--- src/rtl/mem_port_arbiter_if.sv ---
// Bus bundle between the fetch/MEM stages, the arbiter and the unified memory.
// master = arbiter view, slave = requesters plus memory.
interface mem_port_arbiter_if #(
   parameter int AW = 32,
   parameter int DW = 32
);
   logic          if_req;
   logic [AW-1:0] if_addr;
   logic [DW-1:0] if_rdata;
   logic          if_done;

   logic          dm_req;
   logic          dm_we;
   logic [AW-1:0] dm_addr;
   logic [DW-1:0] dm_wdata;
   logic [DW-1:0] dm_rdata;
   logic          dm_done;

   logic          mem_req;
   logic          mem_we;
   logic [AW-1:0] mem_addr;
   logic [DW-1:0] mem_wdata;
   logic [DW-1:0] mem_rdata;
   logic          mem_ready;

   logic          sel;

   modport master (
      input  if_req, if_addr, dm_req, dm_we, dm_addr, dm_wdata, mem_rdata, mem_ready,
      output if_rdata, if_done, dm_rdata, dm_done, mem_req, mem_we, mem_addr, mem_wdata, sel
   );

   modport slave (
      output if_req, if_addr, dm_req, dm_we, dm_addr, dm_wdata, mem_rdata, mem_ready,
      input  if_rdata, if_done, dm_rdata, dm_done, mem_req, mem_we, mem_addr, mem_wdata, sel
   );
endinterface

--- src/rtl/mem_port_arbiter.sv ---
// Two-requester (fetch / load-store) arbiter and sequencer for the shared memory port.
//
//   state  | meaning
//   IDLE   | no access in flight; arbitrate and latch winner at the edge
//   ACCESS | mem_req high, request fields held until mem_ready
//   RESP   | one cycle, owner's done pulse high, requests ignored
module mem_port_arbiter (
   input  logic               clk,
   input  logic               rst_n,
   mem_port_arbiter_if.master bus
);

   typedef enum logic [1:0] {
      IDLE   = 2'd0,
      ACCESS = 2'd1,
      RESP   = 2'd2
   } state_t;

   state_t state;
   state_t state_nxt;
   logic   last;
   logic   any_req;
   logic   pick_dm;

   // Tie goes to whoever was not served last; last=1 means data was served last.
   always_comb begin
      any_req = bus.if_req | bus.dm_req;
      pick_dm = bus.dm_req & (~bus.if_req | ~last);
   end

   always_ff @(posedge clk) begin
      if (!rst_n) begin
         state <= IDLE;
      end else begin
         state <= state_nxt;
      end
   end

   always_comb begin
      state_nxt = state;
      case (state)
         IDLE:    if (any_req) state_nxt = ACCESS;
         ACCESS:  if (bus.mem_ready) state_nxt = RESP;
         RESP:    state_nxt = IDLE;
         default: state_nxt = IDLE;
      endcase
   end

   always_comb begin
      bus.mem_req = (state == ACCESS);
      bus.if_done = (state == RESP) & ~bus.sel;
      bus.dm_done = (state == RESP) & bus.sel;
   end

   // Request fields are sampled only at the grant edge and then held until the next grant.
   always_ff @(posedge clk) begin
      if (!rst_n) begin
         bus.mem_addr  <= '0;
         bus.mem_we    <= 1'b0;
         bus.mem_wdata <= '0;
         bus.sel       <= 1'b0;
         bus.if_rdata  <= '0;
         bus.dm_rdata  <= '0;
         last          <= 1'b1;
      end else begin
         if (state == IDLE && any_req) begin
            bus.sel <= pick_dm;
            if (pick_dm) begin
               bus.mem_addr  <= bus.dm_addr;
               bus.mem_we    <= bus.dm_we;
               bus.mem_wdata <= bus.dm_wdata;
            end else begin
               bus.mem_addr  <= bus.if_addr;
               bus.mem_we    <= 1'b0;
               bus.mem_wdata <= '0;
            end
         end
         if (state == ACCESS && bus.mem_ready) begin
            last <= bus.sel;
            if (!bus.mem_we) begin
               if (bus.sel) begin
                  bus.dm_rdata <= bus.mem_rdata;
               end else begin
                  bus.if_rdata <= bus.mem_rdata;
               end
            end
         end
      end
   end

endmodule

--- src/flat_wrapper.sv ---
// flat-port wrapper written by rule: the top's interface ports become plain ports
module mem_port_arbiter_flat 
  (clk, rst_n, bus_if_req, bus_if_addr, bus_dm_req, bus_dm_we, bus_dm_addr, bus_dm_wdata, bus_mem_rdata, bus_mem_ready, bus_if_rdata, bus_if_done, bus_dm_rdata, bus_dm_done, bus_mem_req, bus_mem_we, bus_mem_addr, bus_mem_wdata, bus_sel);
  mem_port_arbiter_if #(.AW(32), .DW(32)) bus_i ();
  input  logic clk;
  input  logic rst_n;
  input wire logic [$bits(bus_i.if_req)-1:0] bus_if_req;
  input wire logic [$bits(bus_i.if_addr)-1:0] bus_if_addr;
  input wire logic [$bits(bus_i.dm_req)-1:0] bus_dm_req;
  input wire logic [$bits(bus_i.dm_we)-1:0] bus_dm_we;
  input wire logic [$bits(bus_i.dm_addr)-1:0] bus_dm_addr;
  input wire logic [$bits(bus_i.dm_wdata)-1:0] bus_dm_wdata;
  input wire logic [$bits(bus_i.mem_rdata)-1:0] bus_mem_rdata;
  input wire logic [$bits(bus_i.mem_ready)-1:0] bus_mem_ready;
  output wire logic [$bits(bus_i.if_rdata)-1:0] bus_if_rdata;
  output wire logic [$bits(bus_i.if_done)-1:0] bus_if_done;
  output wire logic [$bits(bus_i.dm_rdata)-1:0] bus_dm_rdata;
  output wire logic [$bits(bus_i.dm_done)-1:0] bus_dm_done;
  output wire logic [$bits(bus_i.mem_req)-1:0] bus_mem_req;
  output wire logic [$bits(bus_i.mem_we)-1:0] bus_mem_we;
  output wire logic [$bits(bus_i.mem_addr)-1:0] bus_mem_addr;
  output wire logic [$bits(bus_i.mem_wdata)-1:0] bus_mem_wdata;
  output wire logic [$bits(bus_i.sel)-1:0] bus_sel;
  assign bus_i.if_req = bus_if_req;
  assign bus_i.if_addr = bus_if_addr;
  assign bus_i.dm_req = bus_dm_req;
  assign bus_i.dm_we = bus_dm_we;
  assign bus_i.dm_addr = bus_dm_addr;
  assign bus_i.dm_wdata = bus_dm_wdata;
  assign bus_i.mem_rdata = bus_mem_rdata;
  assign bus_i.mem_ready = bus_mem_ready;
  assign bus_if_rdata = bus_i.if_rdata;
  assign bus_if_done = bus_i.if_done;
  assign bus_dm_rdata = bus_i.dm_rdata;
  assign bus_dm_done = bus_i.dm_done;
  assign bus_mem_req = bus_i.mem_req;
  assign bus_mem_we = bus_i.mem_we;
  assign bus_mem_addr = bus_i.mem_addr;
  assign bus_mem_wdata = bus_i.mem_wdata;
  assign bus_sel = bus_i.sel;
  mem_port_arbiter u_core (.clk(clk), .rst_n(rst_n), .bus(bus_i));
endmodule
--- config.mk ---
export PLATFORM = sky130hd
export DESIGN_NAME = mem_port_arbiter_flat
export DESIGN_NICKNAME = d
export VERILOG_FILES = /design/src/rtl/mem_port_arbiter_if.sv /design/src/rtl/mem_port_arbiter.sv /design/src/flat_wrapper.sv
export SDC_FILE = /design/constraint.sdc
export NUM_CORES = 1
export LEC_CHECK = 0
export CORE_ASPECT_RATIO = 0.6
export CORE_MARGIN = 2
export CORE_UTILIZATION = 36
export CTS_BUF_LIST = sky130_fd_sc_hd__clkbuf_4 sky130_fd_sc_hd__clkbuf_8 sky130_fd_sc_hd__clkbuf_16
export DETAILED_ROUTE_END_ITERATION = 7
export PLACE_DENSITY = 0.85
export SETUP_SLACK_MARGIN = 0.3
export SLEW_MARGIN = 25
export SYNTH_ARGS = -nofsm -noshare
export SYNTH_HDL_FRONTEND = slang
export SYNTH_SLANG_ARGS = --single-unit
export TNS_END_PERCENT = 5
--- constraint.sdc ---
create_clock -name clk -period 1.35 [get_ports clk]
set_input_delay 0.27 -clock clk [delete_from_list [all_inputs] [get_ports clk]]
set_output_delay 0.27 -clock clk [all_outputs]
set_load 0.01 [all_outputs]
* Word level (Yosys, flattened, before mapping)
Cells that the tools add are included.
Operators by class: equal/unequal tests 4, mux-type cells 6, bitwise gates (word level) 9, reduce and logical (&&, ||, !) cells 6
Operators with widths (number):
- $mux W32 | 2
- $reduce_and A3 Y1 | 2
- $mux W2 | 2
- $not A1 Y1 | 4
- $pmux W2 S2 | 1
- $and A1 B1 Y1 | 3
- $eq A2 B1 Y1 const B | 1
- $eq A2 B2 Y1 const B | 1
- $logic_and A1 B1 Y1 | 2
- $logic_not A2 Y1 | 1
- $ne A2 B1 Y1 const B | 1
- $ne A2 B2 Y1 const B | 1
- $or A1 B1 Y1 | 2
- $reduce_and A2 Y1 | 1
- $mux W1 | 1
Storage, ports and cells: register bits 133

* Logic depth before layout (Yosys ltp)
Gate-level depths: netlist of run 1.
word-level depth 4, gate-level depth with buffers 5

* Worst setup path before layout of run 1
No wires, ideal clock.
path kind reg2reg, start reg u_core.state[0], end reg u_core.bus.dm_rdata[10], data arrival time 1.321 ns, slack -0.090 ns, stages on the path, launching flop included 6, buffers on the path 2, clock period less this slack 1.440 ns, cells stage by stage dfxtp_1 -> nand2_2 -> or4b_1 -> buf_2 -> buf_6 -> mux2i_1
On the way: cells in the longest elaborated chain, start to end 3
Ends and longest elaborated chain:
- start, declared | RTL line mem_port_arbiter.sv:19 | state_t state;
- start signal, assigned | RTL line mem_port_arbiter.sv:35 | state <= state_nxt;
- $eq A2 B1 Y1 | RTL line mem_port_arbiter.sv:78 | if (state == ACCESS && bus.mem_ready) begin
- $logic_and A1 B1 Y1 | RTL line mem_port_arbiter.sv:78
- $reduce_and A3 Y1 (no source line)
- end signal, assigned | RTL line mem_port_arbiter.sv:82 | bus.dm_rdata <= bus.mem_rdata;
- end, declared | RTL line mem_port_arbiter_if.sv:30 | output if_rdata, if_done, dm_rdata, dm_done, mem_req, mem_we, mem_addr, mem_wdata, sel
Every way passes these cells. A chain may end at the register's enable or synchronous reset.

* Worst setup path after layout of run 1
start reg u_core.state[1], end out bus_mem_req
On the way: cells in the longest elaborated chain, start to end 1
Ends and longest elaborated chain:
- $eq A2 B1 Y1 | RTL line mem_port_arbiter.sv:50 | bus.mem_req = (state == ACCESS);
- end, declared | RTL line flat_wrapper.sv:19 | output wire logic [$bits(bus_i.mem_req)-1:0] bus_mem_req;
Every way passes these cells.

==> results.md, run 1 <==
- Worst Reg-to-Reg Cells: 3
- Leak: 3.81 nW
- CP Launch Type: flop
- Fin crit period: 1.45 ns
- Worst-path clk slew: 0.06 ns
- Worst min path class: in2reg
- Critical Path Sink Type: output port
- Worst r2r src: u_core.state[1]$_SDFFE_PN0P_
- Worst-Skew Late Latency: 0.41 ns
- Final net count: 1008
- Dpl ws: -0.650 ns
- CP max FO: 5
- Initial antenna violation count: 0
- Yosys cell types: 27
- Post-Place Cells: 1047
- Combinational share of power: 0.175
- Number of synthesized register bits: 133
- CP max-delay cell: dfxtp_4
- Max-cap viol count: 0
- Hold path startpoint: rst_n
- Synthesized area per cell: 8.78 sq um
- Sequential element share of the synthesized area: 0.502
- Antenna diode count: 0
- Status: finished, violations left
- Required time of the critical path: 1.08 ns
- Post-synth net total: 738
- Max Clk Rate: 689 MHz
- Via count of the first global-routing pass: 5261
- CP bufs+invs: 2
- Clock Skew: 0.0108 ns
- Vias per cell: 5.03
- RSZ-0062 raised after global routing: true
- DP Wirelength: 12400 um
- Wire per inst: 16.3 um
- Largest net degree at the start of global routing: 86
- Crit path max-delay family: flip-flops
- Area leader, netlist: dfxtp_1
- Worst R2R End: u_core.bus.dm_rdata[17]$_SDFFE_PN0P_
- Synth Instances: 604
- Crit-path cells: buf_4 > nor2b_2 > buf_2
- Period utilization: 1.08
- Most frequent cell after synthesis: nand2_1
- Iteration-0 DRC Markers: 351
- Arr. time, crit path: 1.18 ns
- CTS tree: done
- Final hold vios: 0
- Internal power: 8.16 mW
- Layout cell share with drive strength beyond 1: 0.271
- Core area: 0.0144 sq mm
- Tot Pwr: 11.0 mW
- Core Util, Final: 0.616
- Clk buf depth: 2
- CP Class: reg2out
- Die Ht: 98.0 um
- Pwr Density: 1240 mW/mm^2
- GRT overflow: 0
- Post-synth EDFFs: 0
- Drt total wl: 17700 um
- DRC Markers: 0
- Num CTS Buffers: 17
- Initial core utilization: 0.368
- Relative slew slack: 0.777
- H-Tree Depth: 4
- YS warnings: 0
- Sequential share of power: 0.390
- Full die area: 0.0157 sq mm
- Drt pass-1 iters: 4
- Worst IR Drop VDD: 0.723 mV
- Worst slew pin tran: 0.334 ns
- R2r setup slk: -0.07 ns
- Setup ws final: -0.102 ns
- Commonest cells post-synth: 162 x nand2_1, 133 x dfxtp_1, 66 x a21oi_1, 64 x mux2i_1, 39 x clkbuf_1
- Via count: 5461
- Hold path depth: 3
- Primary FF master, synth: dfxtp_1
- Delay of the slowest critical-path stage: 0.36 ns
- Switching Power: 2.84 mW
- Row Count: 34
- Top cell type's share of synthesized area: 0.502
- Sw Ratio: 0.258
- DRT antenna net count: 0
- Placer Congestion: 0.805
- Min-Delay Endpoint: u_core.bus.if_rdata[0]$_SDFFE_PN0P_
- CTS hold repair buffers: 0
- First-pass GRT wire length: 27500 um
- Clock Sinks: 133
- Violated checks: setup timing
- Root buffer cell: clkbuf_16
- Non-Filler Instances: 1085
- Port bufs: 266
- Max Slew Vio Count: 0
- Fraction of registers with async set/reset: 0
- Synthesized area: 0.00530 sq mm
- Width of the chip: 161 um
- Ports: 267
- Clock share of power: 0.435
- Largest cells by area after synthesis: dfxtp_1 50%, mux2i_1 12%, nand2_1 11%
- Final TNS setup: -4.62 ns
- Layout Area Growth over Synthesis: 67.5%
- Final setup viols: 128
- Total track usage: 0.219
## cells in the final DEF, fill, tap and decap left out, types with 4 or more instances in the layout
master           count
dfxtp_1            115
o21ai_0             21
clkdlybuf4s50_1    130
clkinv_4             4
buf_12              10
buf_4               28
a21oi_1             66
nand2_1            162
dfxtp_2             17
mux2i_1             64
buf_6               49
a311oi_1            32
o21ai_1             12
buf_2               68
clkdlybuf4s15_2     20
clkbuf_16           18
nand4_1             33
## logic make-up (layout without fill, tap and decap cells)
group | Yosys count | count (layout) | synth area share
AO/OA/AOI/OAI | 135 | 135 | 0.152
buffers and inverters | 60 | 343 | 0.0510
flip-flops | 133 | 133 | 0.502
multiplexers | 64 | 64 | 0.121
AND/OR/NAND/NOR | 212 | 212 | 0.174
## cell type report
type / instances / area (sq um)
multi-input cells: 411 / 2410
clock inverters: 13 / 174
fillers: 1201 / 5540
clock buffers: 19 / 440
flip-flops and latches: 133 / 2690
inverters: 1 / 3.75
well taps: 198 / 248
repair buffers: 310 / 2920
## power groups by stage
stage | registers [mW] | clock network, mW | logic (mW)
after CTS | 4.28 | 4.88 | 1.86
after floorplan | 4.45 | 0 | 0.680
after global placement | 4.35 | 0 | 1.94
after detailed placement | 4.36 | 0 | 1.95
final | 4.30 | 4.78 | 1.92
after global routing | 4.32 | 5.10 | 2.07
## sequential cells by signal, indices dropped and copies added, names as in the netlist
| signal | flops |
|---|---|
| u_core.bus.dm_rdata | 32 |
| u_core.bus.if_rdata | 32 |
| u_core.bus.mem_addr | 32 |
| u_core.bus.mem_wdata | 32 |
| u_core.state | 2 |
| u_core.bus.mem_we | 1 |
| u_core.bus.sel | 1 |
| u_core.last | 1 |
## worst max-delay path by stage
stage / startpoint / to / slack [ns] / cells after the start
6_report: u_core.state[1]$_SDFFE_PN0P_ / bus_mem_req / -0.10 / 3
4_1_cts: u_core.state[0]$_SDFFE_PN0P_ / bus_dm_done / -0.12 / 3
3_3_place_gp: bus_mem_ready / u_core.bus.dm_rdata[4]$_SDFFE_PN0P_ / -0.63 / 5
5_1_grt: u_core.state[0]$_SDFFE_PN0P_ / bus_dm_done / -0.15 / 3
3_5_place_dp: bus_mem_ready / u_core.bus.dm_rdata[17]$_SDFFE_PN0P_ / -0.65 / 5
2_1_floorplan: u_core.state[0]$_SDFFE_PN0P_ / u_core.bus.dm_rdata[10]$_SDFFE_PN0P_ / -0.04 / 5
## tightest hold or removal path, stage by stage
cell	delay, ns
buf_2	0.16
nand2_1	0.09
mux2i_1	0.06
## routing by layer
layer / global-route usage / share of wire / vias up
met4: 0.0582 / 0.013 / 0
met2: 0.376 / 0.48 / 223
li1: - / - / 2670
met5: 0 / 0 / -
met3: 0.0714 / 0.081 / 16
met1: 0.266 / 0.43 / 2552
## through the flow
step | hold WS [ns] | cell area (sq um)
after CTS | 0.204 | 8710
after floorplan | 0.424 | 5310
after detailed placement | 0.448 | 8380
after global placement | 0.443 | 8380
final | 0.222 | 8880
after global routing | 0.209 | 8880
## what timing repair did
| action | in CTS | in global routing |
|---|---|---|
| pin swaps | 1 | 2 |
| setup endpoints to repair | 265 | 264 |
| gates resized for setup | 571 | 39 |
| setup buffers | 4 | 0 |
| cloned | 1 | 1 |
Power figures use the tool's default switching activity.
==> run 2: changes to the inputs <==
==> constraint.sdc (replaced) <==
create_clock -name clk -period 1.35 [get_ports clk]
set_input_delay 0.27 -clock clk [delete_from_list [all_inputs] [get_ports clk]]
set_output_delay 0.27 -clock clk [all_outputs]
set_load 0.02 [all_outputs]
==> results.md, run 2 (synthesis results as in run 1) <==
- Clock Sinks: 133 (unchanged)
- Vias per cell: 5.08 (+0.85%)
- CP Class: reg2out
- Layout cell share with drive strength beyond 1: 0.259 (-0.0112)
- Critical Path Sink Type: output port
- Clock Skew: 0.00916 ns (-0.00165 ns)
- Core area: 0.0144 sq mm (unchanged)
- Initial core utilization: 0.368 (unchanged)
- Max Slew Vio Count: 0 (unchanged)
- First-pass GRT wire length: 28400 um (+3.2%)
- Drt total wl: 18100 um (+2.3%)
- Status: finished, violations left
- Worst Reg-to-Reg Cells: 4 (+1)
- Pwr Density: 1220 mW/mm^2 (-1.6%)
- Worst min path class: in2reg
- Antenna diode count: 0 (unchanged)
- Required time of the critical path: 1.08 ns (about the same)
- Max Clk Rate: 672 MHz (-2.4%)
- Relative slew slack: 0.763 (-0.0138)
- Min-Delay Endpoint: u_core.last$_SDFFE_PN1P_
- Placer Congestion: 0.775 (-3.8%)
- Worst-path clk slew: 0.05 ns (about the same)
- Drt pass-1 iters: 4 (unchanged)
- CTS hold repair buffers: 0 (unchanged)
- Setup ws final: -0.138 ns (-0.0356 ns)
- # fillers: 1174 (-2.2%)
- DP Wirelength: 12600 um (+1.3%)
- CP Launch Type: flop
- Dpl ws: -0.664 ns (-0.0142 ns)
- Arr. time, crit path: 1.22 ns (+0.04 ns)
- Most frequent cells in the layout: 162 x nand2_1, 131 x clkdlybuf4s50_1, 128 x buf_6
- Width of the chip: 161 um (unchanged)
- Final TNS setup: -8.55 ns (-3.93 ns)
- Clk buf depth: 2 (unchanged)
- Most common cell after layout, fill and taps aside: nand2_1
- CP max FO: 5 (unchanged)
- Full die area: 0.0157 sq mm (unchanged)
- Wire per inst: 16.8 um (+3.0%)
- RSZ-0062 raised after global routing: true
- Fin crit period: 1.49 ns (+0.0356 ns)
- Worst-Skew Late Latency: 0.40 ns (about the same)
- Total track usage: 0.226 (+0.00690)
- Hold path startpoint: rst_n
- Final setup viols: 132 (+3.1%)
- Layout Area Growth over Synthesis: 73.9%
- Period utilization: 1.10 (+0.0264)
- Worst IR Drop VDD: 0.730 mV (+0.94%)
- Worst R2R End: u_core.bus.dm_rdata[6]$_SDFFE_PN0P_
- DRT antenna net count: 0 (unchanged)
- Root buffer cell: clkbuf_16
- Worst slew pin tran: 0.355 ns (+0.0207 ns)
- GRT overflow: 0 (unchanged)
- Hold path depth: 3 (unchanged)
- Max-cap viol count: 0 (unchanged)
- H-Tree Depth: 4 (unchanged)
- Via count of the first global-routing pass: 5426 (+3.1%)
- Final net count: 1001 (-0.69%)
- Port bufs: 266 (unchanged)
- Die Ht: 98.0 um (unchanged)
- Largest net degree at the start of global routing: 84 (-2.3%)
- Initial antenna violation count: 0 (unchanged)
- Worst r2r src: u_core.state[0]$_SDFFE_PN0P_
- Via count: 5467 (+0.11%)
- Violated checks: setup timing
- R2r setup slk: -0.12 ns (-0.05 ns)
- DRC Markers: 0 (unchanged)
- Iteration-0 DRC Markers: 307 (-13%)
- Leak: 3.86 nW (+1.2%)
- Row Count: 34 (unchanged)
- Final hold vios: 0 (unchanged)
- Num CTS Buffers: 17 (unchanged)
- Ports: 267 (unchanged)
- CTS tree: done
==> run 2: changes by cell type in the layout (fill, tap and decap cells not counted), sizes merged <==
cell | before | now
inv | 4 | 2
clkinv | 4 | 3
clkdlybuf4s50 | 130 | 131
dlymetal6s2s | 1 | 0
clkdlybuf4s15 | 20 | 0
clkbuf | 20 | 21
buf | 157 | 170
clkinvlp | 3 | 4
==> run 2: where the power goes <==
part	switching, mW	internal (mW)
Sequential	0.166	4.16
Combinational	1.05	1.12
Clock	1.72	3.02
==> run 2: layout make-up <==
cell class                      instances  area [sq um]  share of cell area
Clock inverter                         11           151              0.0164
Tap cell                              198           248              0.0269
Multi-Input combinational cell        411          2420               0.263
Clock buffer                           20           460              0.0500
Timing Repair Buffer                  303          3250               0.353
Sequential cell                       133          2680               0.291
Inverter                                1          3.75            0.000407
==> run 2: how the worst max path moves through the flow <==
stage,from,to,slack [ns],cells after the start
2_1_floorplan,u_core.state[0]$_SDFFE_PN0P_,u_core.bus.dm_rdata[10]$_SDFFE_PN0P_,-0.04,5
3_3_place_gp,bus_mem_ready,u_core.bus.dm_rdata[8]$_SDFFE_PN0P_,-0.63,5
3_5_place_dp,bus_mem_ready,u_core.bus.dm_rdata[18]$_SDFFE_PN0P_,-0.66,5
4_1_cts,u_core.state[0]$_SDFFE_PN0P_,bus_dm_done,-0.16,3
5_1_grt,u_core.state[0]$_SDFFE_PN0P_,bus_dm_done,-0.20,3
6_report,u_core.state[0]$_SDFFE_PN0P_,bus_dm_done,-0.14,3
==> run 2: per-layer routing <==
metal	GRT usage	vias to the layer above	part of all wire
met1	0.269	2592	0.42
li1	-	2647	-
met5	0	-	0
met4	0.0499	0	0.0074
met3	0.0777	10	0.075
met2	0.396	218	0.50
==> run 2: repair_timing <==
action	4_1_cts	5_1_grt
buffers inserted	3	0
gates cloned	1	1
hold endpoints to repair	0	0
setup endpoints to repair	264	264
gates resized for setup	816	5
==> run 2: metrics by stage <==
step	util	area (sq um)	power, mW	std cells	hold WS (ns)
finish	0.639	9220	11.2	1077	0.320
global route	0.639	9220	11.7	1077	0.328
CTS	0.637	9180	11.3	1076	0.309
detailed placement	0.578	8330	6.46	1041	0.449
global placement	0.578	8330	6.43	1041	0.441
floorplan	-	5310	5.29	604	0.424
==> run 2: worst max-delay path: stages, from the launching register on <==
cell and delay [ns]:
dfxtp_2 0.34, buf_6 0.13, and3b_1 0.22, buf_6 0.13
